===== src/rtl/lemon_ifu_pkg.sv =====
// lemon_ifu_pkg: shared reset PC, NOP encoding and fetch FSM state encoding for the LemonPC IFU
package lemon_ifu_pkg;
  localparam logic [63:0] LEMON_RESET_PC = 64'h8000_0000;
  localparam logic [31:0] LEMON_NOP = 32'h0000_0013;
  typedef enum logic [1:0] {IDLE = 2'd0, REQ = 2'd1, VALID = 2'd2, HALT = 2'd3} ifu_state_e;
endpackage


===== src/rtl/lemon_ifu_pc_next.sv =====
// lemon_ifu_pc_next: next-PC mux (pc+4 or redirect target) with target alignment check
module lemon_ifu_pc_next #(
  parameter int XLEN = 64
) (
  input  logic [XLEN-1:0] pc,
  input  logic            redirect_valid,
  input  logic [XLEN-1:0] redirect_pc,
  output logic [XLEN-1:0] next_pc,
  output logic            misaligned
);
  assign next_pc = redirect_valid ? redirect_pc : pc + XLEN'(4);
  assign misaligned = redirect_valid & |redirect_pc[1:0];
endmodule


===== src/rtl/lemon_ifu.sv =====
// lemon_ifu: instruction fetch unit owning the PC, one fetch in flight, valid/ready to the decoder
module lemon_ifu
  import lemon_ifu_pkg::*;
#(
  parameter int              XLEN     = 64,
  parameter logic [XLEN-1:0] RESET_PC = XLEN'(LEMON_RESET_PC)
) (
  input  logic            clk,
  input  logic            rst_n,
  output logic            imem_req,
  output logic [XLEN-1:0] imem_addr,
  input  logic            imem_ack,
  input  logic [31:0]     imem_rdata,
  input  logic            imem_err,
  output logic            inst_valid,
  output logic [31:0]     inst,
  output logic [XLEN-1:0] pc,
  input  logic            inst_ready,
  input  logic            redirect_valid,
  input  logic [XLEN-1:0] redirect_pc,
  input  logic            halt,
  output logic            halted,
  output logic            fetch_err,
  output logic [63:0]     inst_cnt
);
  ifu_state_e state, state_n;
  logic [XLEN-1:0] next_pc;
  logic misaligned, fire, load, take, fault;
  lemon_ifu_pc_next #(.XLEN(XLEN)) u_pc_next (
    .pc(pc),
    .redirect_valid(redirect_valid),
    .redirect_pc(redirect_pc),
    .next_pc(next_pc),
    .misaligned(misaligned)
  );
  always_comb begin
    state_n = state;
    imem_req = state == REQ;
    inst_valid = state == VALID;
    halted = state == HALT;
    fire = inst_valid & inst_ready;
    load = imem_req & imem_ack & ~imem_err;
    take = fire & ~halt & ~misaligned;
    fault = (imem_req & imem_ack & imem_err) | (fire & ~halt & misaligned);
    state_n = state == IDLE  ? REQ :
              state == REQ   ? (imem_ack ? (imem_err ? HALT : VALID) : REQ) :
              state == VALID ? (fire ? ((halt | misaligned) ? HALT : REQ) : VALID) :
                               HALT;
  end
  assign imem_addr = pc;
  // async reset abandons any outstanding request; the memory tolerates the drop
  always_ff @(posedge clk or negedge rst_n) begin
    if (!rst_n) begin
      state <= IDLE;
      pc <= RESET_PC;
      inst <= LEMON_NOP;
      fetch_err <= 1'b0;
      inst_cnt <= '0;
    end else begin
      state <= state_n;
      if (take) pc <= next_pc;
      if (load) inst <= imem_rdata;
      fetch_err <= fetch_err | fault;
      inst_cnt <= inst_cnt + {63'd0, fire};
    end
  end
endmodule

===== config.mk =====
export PLATFORM = sky130hd
export DESIGN_NAME = lemon_ifu
export DESIGN_NICKNAME = d
export VERILOG_FILES = /design/src/rtl/lemon_ifu_pkg.sv /design/src/rtl/lemon_ifu_pc_next.sv /design/src/rtl/lemon_ifu.sv
export SDC_FILE = /design/constraint.sdc
export NUM_CORES = 1
export LEC_CHECK = 0
export ABC_AREA = 1
export CAP_MARGIN = 25
export CORE_ASPECT_RATIO = 0.7
export CORE_MARGIN = 4
export CORE_UTILIZATION = 45
export CTS_BUF_LIST = sky130_fd_sc_hd__clkbuf_4
export DETAILED_ROUTE_END_ITERATION = 12
export PLACE_DENSITY = 0.78
export SYNTH_ARGS = -nofsm -noshare
export SYNTH_HDL_FRONTEND = slang
export SYNTH_SLANG_ARGS = --single-unit

===== constraint.sdc =====
create_clock -name clk -period 2.6 [get_ports clk]
set_input_delay 0.39 -clock clk [delete_from_list [all_inputs] [get_ports clk]]
set_output_delay 0.39 -clock clk [all_outputs]
set_load 0.01 [all_outputs]

==> results.json, run 1 <==
{
  "antenna_found_initial": 2,
  "clock_path_buffers": 2,
  "yosysWarnings": 0,
  "die_area_um2": 26300,
  "place_ws_ns": 0.004698,
  "tritoncts": "built",
  "cts_setup_buffers": 0,
  "path_clk_slew_ns": 0.16,
  "finalHoldViolations": 0,
  "leakagePower_nw": 6.616,
  "drt_iter0_drc": 1260,
  "synth-edff-count": 0,
  "clk_latency_ns": 0.62,
  "synthesis.area_um2": 10680,
  "drive_gt1_share_pct": 6.023,
  "drc": 0,
  "numCtsBuffers": 17,
  "critical_path.endpoint_type": "primary output",
  "cts_root_buf": "clkbuf_4",
  "cp-start-kind": "flip-flop",
  "hpwl_mm": 33.83,
  "grt.overflow.total": 0,
  "synth.avg_cell_area_um2": 6.730,
  "antenna_left": 0,
  "cts_hold_buf": 1,
  "mostFrequentLayoutCell": "nand2_1",
  "drv_slew": 0,
  "grt_pass1_vias": 10580,
  "fin_setup_tns_ns": 0,
  "required_ns": 2.21,
  "synthCells": 1587,
  "crit_family": "buffers and inverters",
  "num_rows": 46,
  "maxSlewHeadroom_pct": 34.83,
  "core_um2": 22960,
  "synth.yosys.seq_area_share_pct": 38.24,
  "timing.critical_path.buf_inv": 2,
  "fillers": 2133,
  "path_cells": "inv_1 > nor2_1 > clkdlybuf4s50_1",
  "hp-class": "input pin to flip-flop",
  "synth-seq-cells": 163,
  "tightest_slew_ns": 0.9765,
  "ys_types": 42,
  "worst_ir_drop_vdd_uv": 259.3,
  "crit_type": "flip-flop to primary output",
  "final_cell_mix": "nand2_1, clkdlybuf4s50_1, nor2_1, inv_1, dfrtp_1",
  "area_growth_pct": 33.46,
  "fin_nets": 1969,
  "cp_max_fo": 5,
  "slowest_delay_ns": 0.68,
  "postSynth.asyncResetShare_pct": 100.0,
  "viasPerCell": 5.239,
  "whs_ns": 0.2445,
  "portBuffers": 330,
  "status": "finished, final reports clean",
  "drv_cap": 0,
  "finalSetupViolCount": 0,
  "grt.total_usage_pct": 31.65,
  "cts-htree-levels": 4,
  "final.period_utilization_pct": 92.05,
  "fin_skew_ns": 0.01998,
  "cp.arrival_ns": 2.00,
  "start_util_pct": 46.51,
  "io_pins": 331,
  "syn_nets": 1693,
  "place.gp.congestion": 1.006,
  "period_needed_ns": 2.393,
  "power_density_nw_per_um2": 317.4,
  "worst_slack_ns": 0.2068,
  "die_w_um": 192.1,
  "cts.sinks": 163,
  "vias": 11470,
  "timing.fmax_ghz": 0.4178,
  "rsz0062_at_grt": "no",
  "totalWireLength_mm": 42.28,
  "drt_pre_antenna_iters": 6,
  "cp_slowest_cell": "clkdlybuf4s50_1",
  "grt_max_degree": 66,
  "ctsResizeCount": 0,
  "wire_per_inst_um": 19.30,
  "synth_ff_type": "dfrtp_1",
  "die_height_um": 136.9,
  "power_w": 0.004524,
  "grt_pass1_wl_mm": 62.45
}
## area by class of cell
type,count,area (µm²),share of cell area [%]
tap,312,390.4,2.739
clock inverter,14,166.4,1.167
clock buffer,18,135.1,0.9480
sequential,163,4084,28.65
inverter,172,645.6,4.529
antenna,2,5.005,0.03511
multi-input combinational,1158,5330,37.39
timing repair buffer,351,3497,24.53
## metal layers
metal | vias up | track usage, % | wire [µm]
met3 | 47 | 8.797 | 5100
met5 | - | 0 | 0
met1 | 5346 | 48.01 | 19060
met2 | 636 | 44.14 | 17350
met4 | 0 | 8.393 | 765
li1 | 5444 | - | -
## cell usage after synthesis, types with 8 or more instances
| cell type | instances | share of area, % |
|---|---|---|
| a21oi_1 | 24 | 1.1 |
| buf_2 | 16 | 0.75 |
| buf_4 | 66 | 4.6 |
| clkbuf_1 | 9 | 0.32 |
| dfrtp_1 | 159 | 37 |
| inv_1 | 162 | 5.7 |
| inv_2 | 10 | 0.35 |
| nand2_1 | 518 | 18 |
| nand2_2 | 9 | 0.53 |
| nand3_1 | 116 | 5.4 |
| nand4_1 | 22 | 1.3 |
| nor2_1 | 266 | 9.3 |
| nor2_2 | 14 | 0.82 |
| nor2_4 | 8 | 0.84 |
| nor3_1 | 34 | 1.6 |
| o211ai_1 | 9 | 0.63 |
| o21ai_0 | 34 | 1.6 |
| o21ai_1 | 10 | 0.47 |
| xnor2_1 | 19 | 1.6 |
| xor2_1 | 44 | 3.6 |
## tightest hold or removal path, stage by stage
cell and delay [ns]:
buf_2 0.12, inv_2 0.06, nor2_4 0.12, a31oi_1 0.09
nand2_1 0.06
## path summary, 6_finish.rpt
path,slack [ns],end,from,depth (start not counted)
min reg2reg,0.47,inst[0],inst[0],2
min in group asynchronous,0.33,inst_cnt[54],rst_n,2
max in group asynchronous,1.48,inst[4],rst_n,3
max,0.21,imem_req,state[0],3
min,0.24,fetch_err,redirect_valid,5
max reg2reg,0.35,inst_cnt[58],state[0],12
## logic make-up (layout without fill, tap and decap cells)
logic type	Yosys count	after routing	share of synthesized area, %
simple gates	1001	1001	39.54
buf+inv	266	555	11.86
flops	163	163	38.24
compound gates	90	90	4.756
xor+xnor	63	63	5.166
fa+ha+maj	3	3	0.3515
mux	1	1	0.09372
other cells	0	2	0
## flip-flops by register name, summed over array words and instances, names as in the netlist
signal and cells:
state 2, imem_addr 64, fetch_err 1, inst_cnt 64, inst 32
## per-stage QoR
stage	utilization (%)	area [µm²]	instances
floorplan	-	10680	1587
global placement	60.69	13940	2155
detailed placement	60.69	13940	2155
CTS	62.05	14250	2188
global route	62.07	14250	2190
finish	62.07	14250	2190
## power breakdown
group          switching [W]  total (W)  internal (W)
Sequential                 0    0.00254       0.00254
Combinational       0.000134   0.000299      0.000166
Clock                0.00107    0.00169      0.000616
(Power assumes the default switching activity.)
==> run 2: changes to the inputs <==
- CAP_MARGIN: 25 -> 20
- CORE_UTILIZATION: 45 -> 44
- PLACE_DENSITY: 0.78 -> 0.79
- clock period: 2.6 -> 2 ns (I/O delays scaled with it)
==> run 2 against run 1 <==
First-iteration DRC count down 7.9%. Critical path depth up 3. Clock power up 22%. Total power up 27%. Cell count up 9.8%. Clock skew up 0.022 ns. Critical path type is now flip-flop to flip-flop.
==> results.json, run 2 (synthesized netlist as in run 1, its figures left out) <==
{
  "finalSetupViolCount": 0,
  "grt.overflow.total": 0,
  "timing.fmax_ghz": 0.5104,
  "start_util_pct": 44.95,
  "grt.total_usage_pct": 32.35,
  "cp_max_fo": 3,
  "core_um2": 23760,
  "register_area_um2": 4174,
  "rsz0062_at_grt": "yes",
  "finalHoldViolations": 0,
  "hp-class": "input pin to flip-flop",
  "maxSlewHeadroom_pct": 59.98,
  "tightest_slew_ns": 0.6002,
  "wire_per_inst_um": 19.00,
  "final_cell_mix": "nand2_1, nor2_1, clkdlybuf4s50_1, buf_4, inv_1",
  "slowest_delay_ns": 0.44,
  "cts_root_buf": "clkbuf_4",
  "area_growth_pct": 51.63,
  "fin_nets": 2179,
  "regToRegEndpoint": "inst_cnt[37]",
  "drt_iter0_drc": 1161,
  "crit_type": "flip-flop to flip-flop",
  "num_rows": 47,
  "grt_pass1_vias": 11670,
  "path_clk_slew_ns": 0.16,
  "clock_path_buffers": 2,
  "drv_cap": 0,
  "rrSetupSlack_ns": 0.04,
  "required_ns": 2.51,
  "die_height_um": 138.4,
  "drc": 0,
  "vias": 12490,
  "mostFrequentLayoutCell": "nand2_1",
  "whs_ns": 0.1074,
  "crit_family": "simple AND/OR/NAND/NOR gates",
  "fin_setup_tns_ns": 0,
  "critPathMostFrequentCell": "nand2_1",
  "startpoint": "inst_cnt[31]",
  "reg2regPathDepth": 6,
  "multi_input_area_um2": 5517,
  "grt_pass1_wl_mm": 67.85,
  "path_cells": "nand2_1 > nor3_1 > nand2_1 > nor2_1 > nand3_1 > xor2_1",
  "cp_slowest_cell": "dfrtp_1",
  "cts-htree-levels": 4,
  "die_area_um2": 26870,
  "critical_path.endpoint_type": "flip-flop",
  "tritoncts": "built",
  "hpwl_mm": 35.70,
  "status": "finished, final reports clean",
  "grt_max_degree": 56,
  "cts.sinks": 163,
  "timing.critical_path.buf_inv": 0,
  "numCtsBuffers": 17,
  "clk_latency_ns": 0.63,
  "fillers": 2066,
  "period_needed_ns": 1.959,
  "drv_slew": 0,
  "worst_ir_drop_vdd_uv": 344.5,
  "cp.arrival_ns": 2.47,
  "viasPerCell": 5.195,
  "leakagePower_nw": 8.187,
  "final.period_utilization_pct": 97.96,
  "io_pins": 331,
  "path_depth": 6,
  "power_density_nw_per_um2": 355.8,
  "portBuffers": 330,
  "setup.worst_path.end": "inst_cnt[37]",
  "drt_pre_antenna_iters": 6,
  "totalWireLength_mm": 45.69,
  "fin_skew_ns": 0.04160,
  "drive_gt1_share_pct": 20.33,
  "cp-start-kind": "flip-flop",
  "die_w_um": 194.2,
  "place.gp.congestion": 0.9988,
  "antenna_left": 0,
  "r2r-start": "inst_cnt[31]",
  "antenna_found_initial": 2
}
==> run 2: per-stage QoR <==
step / worst slack (ns) / utilization, % / std cells / total power, W / cell area [µm²]
floorplan: 0.05137 / - / 1587 / 0.003433 / 10710
global placement: -0.1631 / 62.08 / 2258 / 0.003746 / 14750
detailed placement: -0.2090 / 62.08 / 2258 / 0.003749 / 14750
CTS: 0.001444 / 64.55 / 2328 / 0.005791 / 15340
global route: -0.02080 / 68.16 / 2405 / 0.005968 / 16190
finish: 0.04074 / 68.16 / 2405 / 0.005762 / 16190
==> run 2: report_power, final <==
group / internal, W / switching (W) / total, W
combinational: 0.000218 / 0.000175 / 0.000394
sequential: 0.00330 / 0 / 0.00330
clock: 0.000665 / 0.00141 / 0.00207
==> run 2: per-layer routing <==
metal | wire [µm] | GRT usage (%)
met2 | 19190 | 46.20
met3 | 5709 | 11.75
met1 | 20150 | 47.37
met4 | 622 | 6.620
met5 | 13 | 0
==> run 2: layout make-up <==
class	instances	share of cell area, %
Clock buffer	18	0.8344
Inverter	172	4.018
Timing Repair Buffer	561	31.94
Clock inverter	14	0.8962
Sequential cell	163	25.77
Antenna cell	1	0.01545
Tap cell	318	2.457
Multi-Input combinational cell	1158	34.06
==> run 2: timing repair <==
item	4_1_cts	5_1_grt
setup endpoints to repair	150	164
hold buffers	1	0
pin swaps	0	12
gates resized for setup	113	98
buffers inserted	37	76
endpoints found under the hold margin	47	0
==> run 2: worst min-delay path by stage <==
stage / from / endpoint / slack (ns) / cells past startpoint
floorplan: rst_n / fetch_err / 0.004 / 0
global placement: rst_n / imem_addr[0] / 0.31 / 1
detailed placement: rst_n / imem_addr[0] / 0.32 / 1
CTS: redirect_valid / imem_addr[6] / 0.06 / 3
global route: redirect_valid / imem_addr[6] / 0.07 / 3
finish: redirect_valid / imem_addr[6] / 0.11 / 3
==> run 2: tightest hold or removal path: stages <==
cell	delay, ns
buf_2	0.17
a21oi_1	0.15
a2bb2oi_1	0.07
==> run 3: changes to the inputs <==
- CORE_ASPECT_RATIO: 0.7 -> 0.75
- MAX_ROUTING_LAYER: unset -> met4
==> run 3 against run 2 <==
Clock power increased by 5%. Combinational power about the same. Register-to-register slack got worse by 0.04 ns. Cell count decreased by 1.1%. Clock skew decreased by 0.011 ns. Global-route usage increased by 0.60 points. Maximum frequency decreased by 2.0%. Die area about the same. First-iteration DRC count decreased by 1.3%. Critical path depth increased by 7. Sequential share of layout area increased by 0.062 points. Hold slack got worse by 0.016 ns. Critical path type unchanged.
==> results.json, run 3 (synthesized netlist as in run 1, its figures left out) <==
{
  "portBuffers": 330,
  "cp.arrival_ns": 2.55,
  "timing.fmax_ghz": 0.5002,
  "die_height_um": 142.9,
  "io_pins": 331,
  "grt.overflow.total": 0,
  "antenna_left": 0,
  "critical_path.endpoint_type": "flip-flop",
  "path_clk_slew_ns": 0.17,
  "vias": 12320,
  "die_w_um": 187.9,
  "p_sw_share_pct": 28.04,
  "power_density_nw_per_um2": 363.6,
  "grt.total_usage_pct": 32.95,
  "cp-start-kind": "flip-flop",
  "required_ns": 2.55,
  "die_area_um2": 26860,
  "numCtsBuffers": 17,
  "slowest_delay_ns": 0.42,
  "cp_slowest_cell": "dfrtp_1",
  "core_um2": 23910,
  "hpwl_mm": 34.25,
  "final.period_utilization_pct": 99.96,
  "finalSetupViolCount": 0,
  "drv_slew": 0,
  "mostFrequentLayoutCell": "nand2_1",
  "internal_power_w": 0.004215,
  "worst_slack_ns": 0.0007132,
  "power_frac_seq_pct": 56.3,
  "maxSlewHeadroom_pct": 64.29,
  "totalWireLength_mm": 44.12,
  "grt_pass1_wl_mm": 65.93,
  "p_sw_w": 0.001643,
  "fin_skew_ns": 0.03084,
  "drc": 0,
  "drt_pre_antenna_iters": 5,
  "cp_max_fo": 5,
  "final_cell_mix": "nand2_1, clkdlybuf4s50_1, nor2_1, buf_4, inv_1",
  "viasPerCell": 5.179,
  "place_ws_ns": -0.2073,
  "whs_ns": 0.09159,
  "clock_path_buffers": 2,
  "crit_type": "flip-flop to flip-flop",
  "grt_max_degree": 53,
  "tritoncts": "built",
  "antenna_found_initial": 2,
  "start_util_pct": 44.67,
  "period_needed_ns": 1.999,
  "wire_per_inst_um": 18.55,
  "crit_family": "simple AND/OR/NAND/NOR gates",
  "drv_cap": 0,
  "status": "finished, final reports clean",
  "worst_ir_drop_vdd_uv": 422.7,
  "fin_nets": 2163,
  "rsz0062_at_grt": "yes",
  "grt_pass1_vias": 11540,
  "drt_iter0_drc": 1146,
  "place.gp.congestion": 1.042,
  "cts-htree-levels": 4,
  "comb_power_share_pct": 6.7,
  "pwr-share-clk_pct": 37.0,
  "finalHoldViolations": 0,
  "path_cells": "buf_6 > nor2_4 > nand2_2 > inv_2 > ha_4 > ha_4 > nand3_4 > nor2_8 > inv_2 > nor2_4 > nand2_2 > nor3_2 > xor2_1",
  "num_rows": 49,
  "area_growth_pct": 50.86,
  "cts.sinks": 163,
  "cts_root_buf": "clkbuf_4",
  "leakagePower_nw": 8.056,
  "clk_latency_ns": 0.63,
  "hp-class": "input pin to flip-flop",
  "drive_gt1_share_pct": 20.43,
  "tightest_slew_ns": 0.5357,
  "timing.critical_path.buf_inv": 3
}
run 3: changes by cell type in the layout (fill, tap and decap cells not counted), moves of 13 or more:
cell,before,now
nor2_1,251,235
buf_4,222,203
clkdlybuf4s50_1,237,255
dlymetal6s2s_1,41,18
nor2_2,19,32
run 3: routing by layer:
metal	vias to the layer above	GRT usage [%]	wire, µm
li1	5834	-	-
met1	5782	45.90	19680
met2	642	46.87	18430
met3	64	10.95	5148
met4	0	7.259	862
met5	-	-	0
run 3: repair_timing:
| action | CTS | global route |
|---|---|---|
| hold buffers | 1 | 0 |
| resized for setup | 121 | 105 |
| setup buffers | 63 | 48 |
| pin swaps | 2 | 18 |
| endpoints found under the setup margin | 170 | 116 |
| hold endpoints to repair | 67 | 0 |
run 3: cell type report:
class	count	area [µm²]
diodes	3	7.507
inverters	172	654.4
multi-input cells	1158	5600
clock inverters	15	182.7
repair buffers	545	4994
clock buffers	17	127.6
well taps	306	382.9
fillers	2103	7799
flip-flops and latches	163	4163
run 3: worst paths after layout:
path | depth (start not counted) | end | slack, ns | from
max | 13 | inst_cnt[62] | 0.0007 | state[0]
min | 3 | imem_addr[6] | 0.09 | redirect_valid
max reg2reg | 13 | inst_cnt[62] | 0.0007 | state[0]
min reg2reg | 2 | inst[4] | 0.48 | inst[4]
max in group asynchronous | 3 | imem_addr[31] | 1.11 | rst_n
min in group asynchronous | 2 | inst_cnt[55] | 0.16 | rst_n
run 3: through the flow:
step	instances	setup TNS [ns]	util, %	total power, W	area, µm²
3_5_place_dp	2232	-4.429	61.13	0.003748	14620
2_1_floorplan	1587	0	-	0.003433	10710
5_1_grt	2378	-0.9669	67.37	0.006050	16110
6_report	2379	0	67.38	0.005858	16110
4_1_cts	2328	-0.01838	64.50	0.005896	15420
3_3_place_gp	2232	-2.469	61.13	0.003744	14620
run 3: power groups by stage:
stage	sequential, W	clock (W)	combinational [W]
4_1_cts	0.00330	0.00221	0.000393
3_5_place_dp	0.00336	0	0.000390
2_1_floorplan	0.00336	0	0.0000735
5_1_grt	0.00330	0.00233	0.000426
3_3_place_gp	0.00336	0	0.000386
6_report	0.00330	0.00217	0.000391
run 3: worst min-delay path: cells and delay by family:
family                 cells  cell delay, ns
AOI/OAI and AO/OA          2            0.22
buffers and inverters      1            0.16
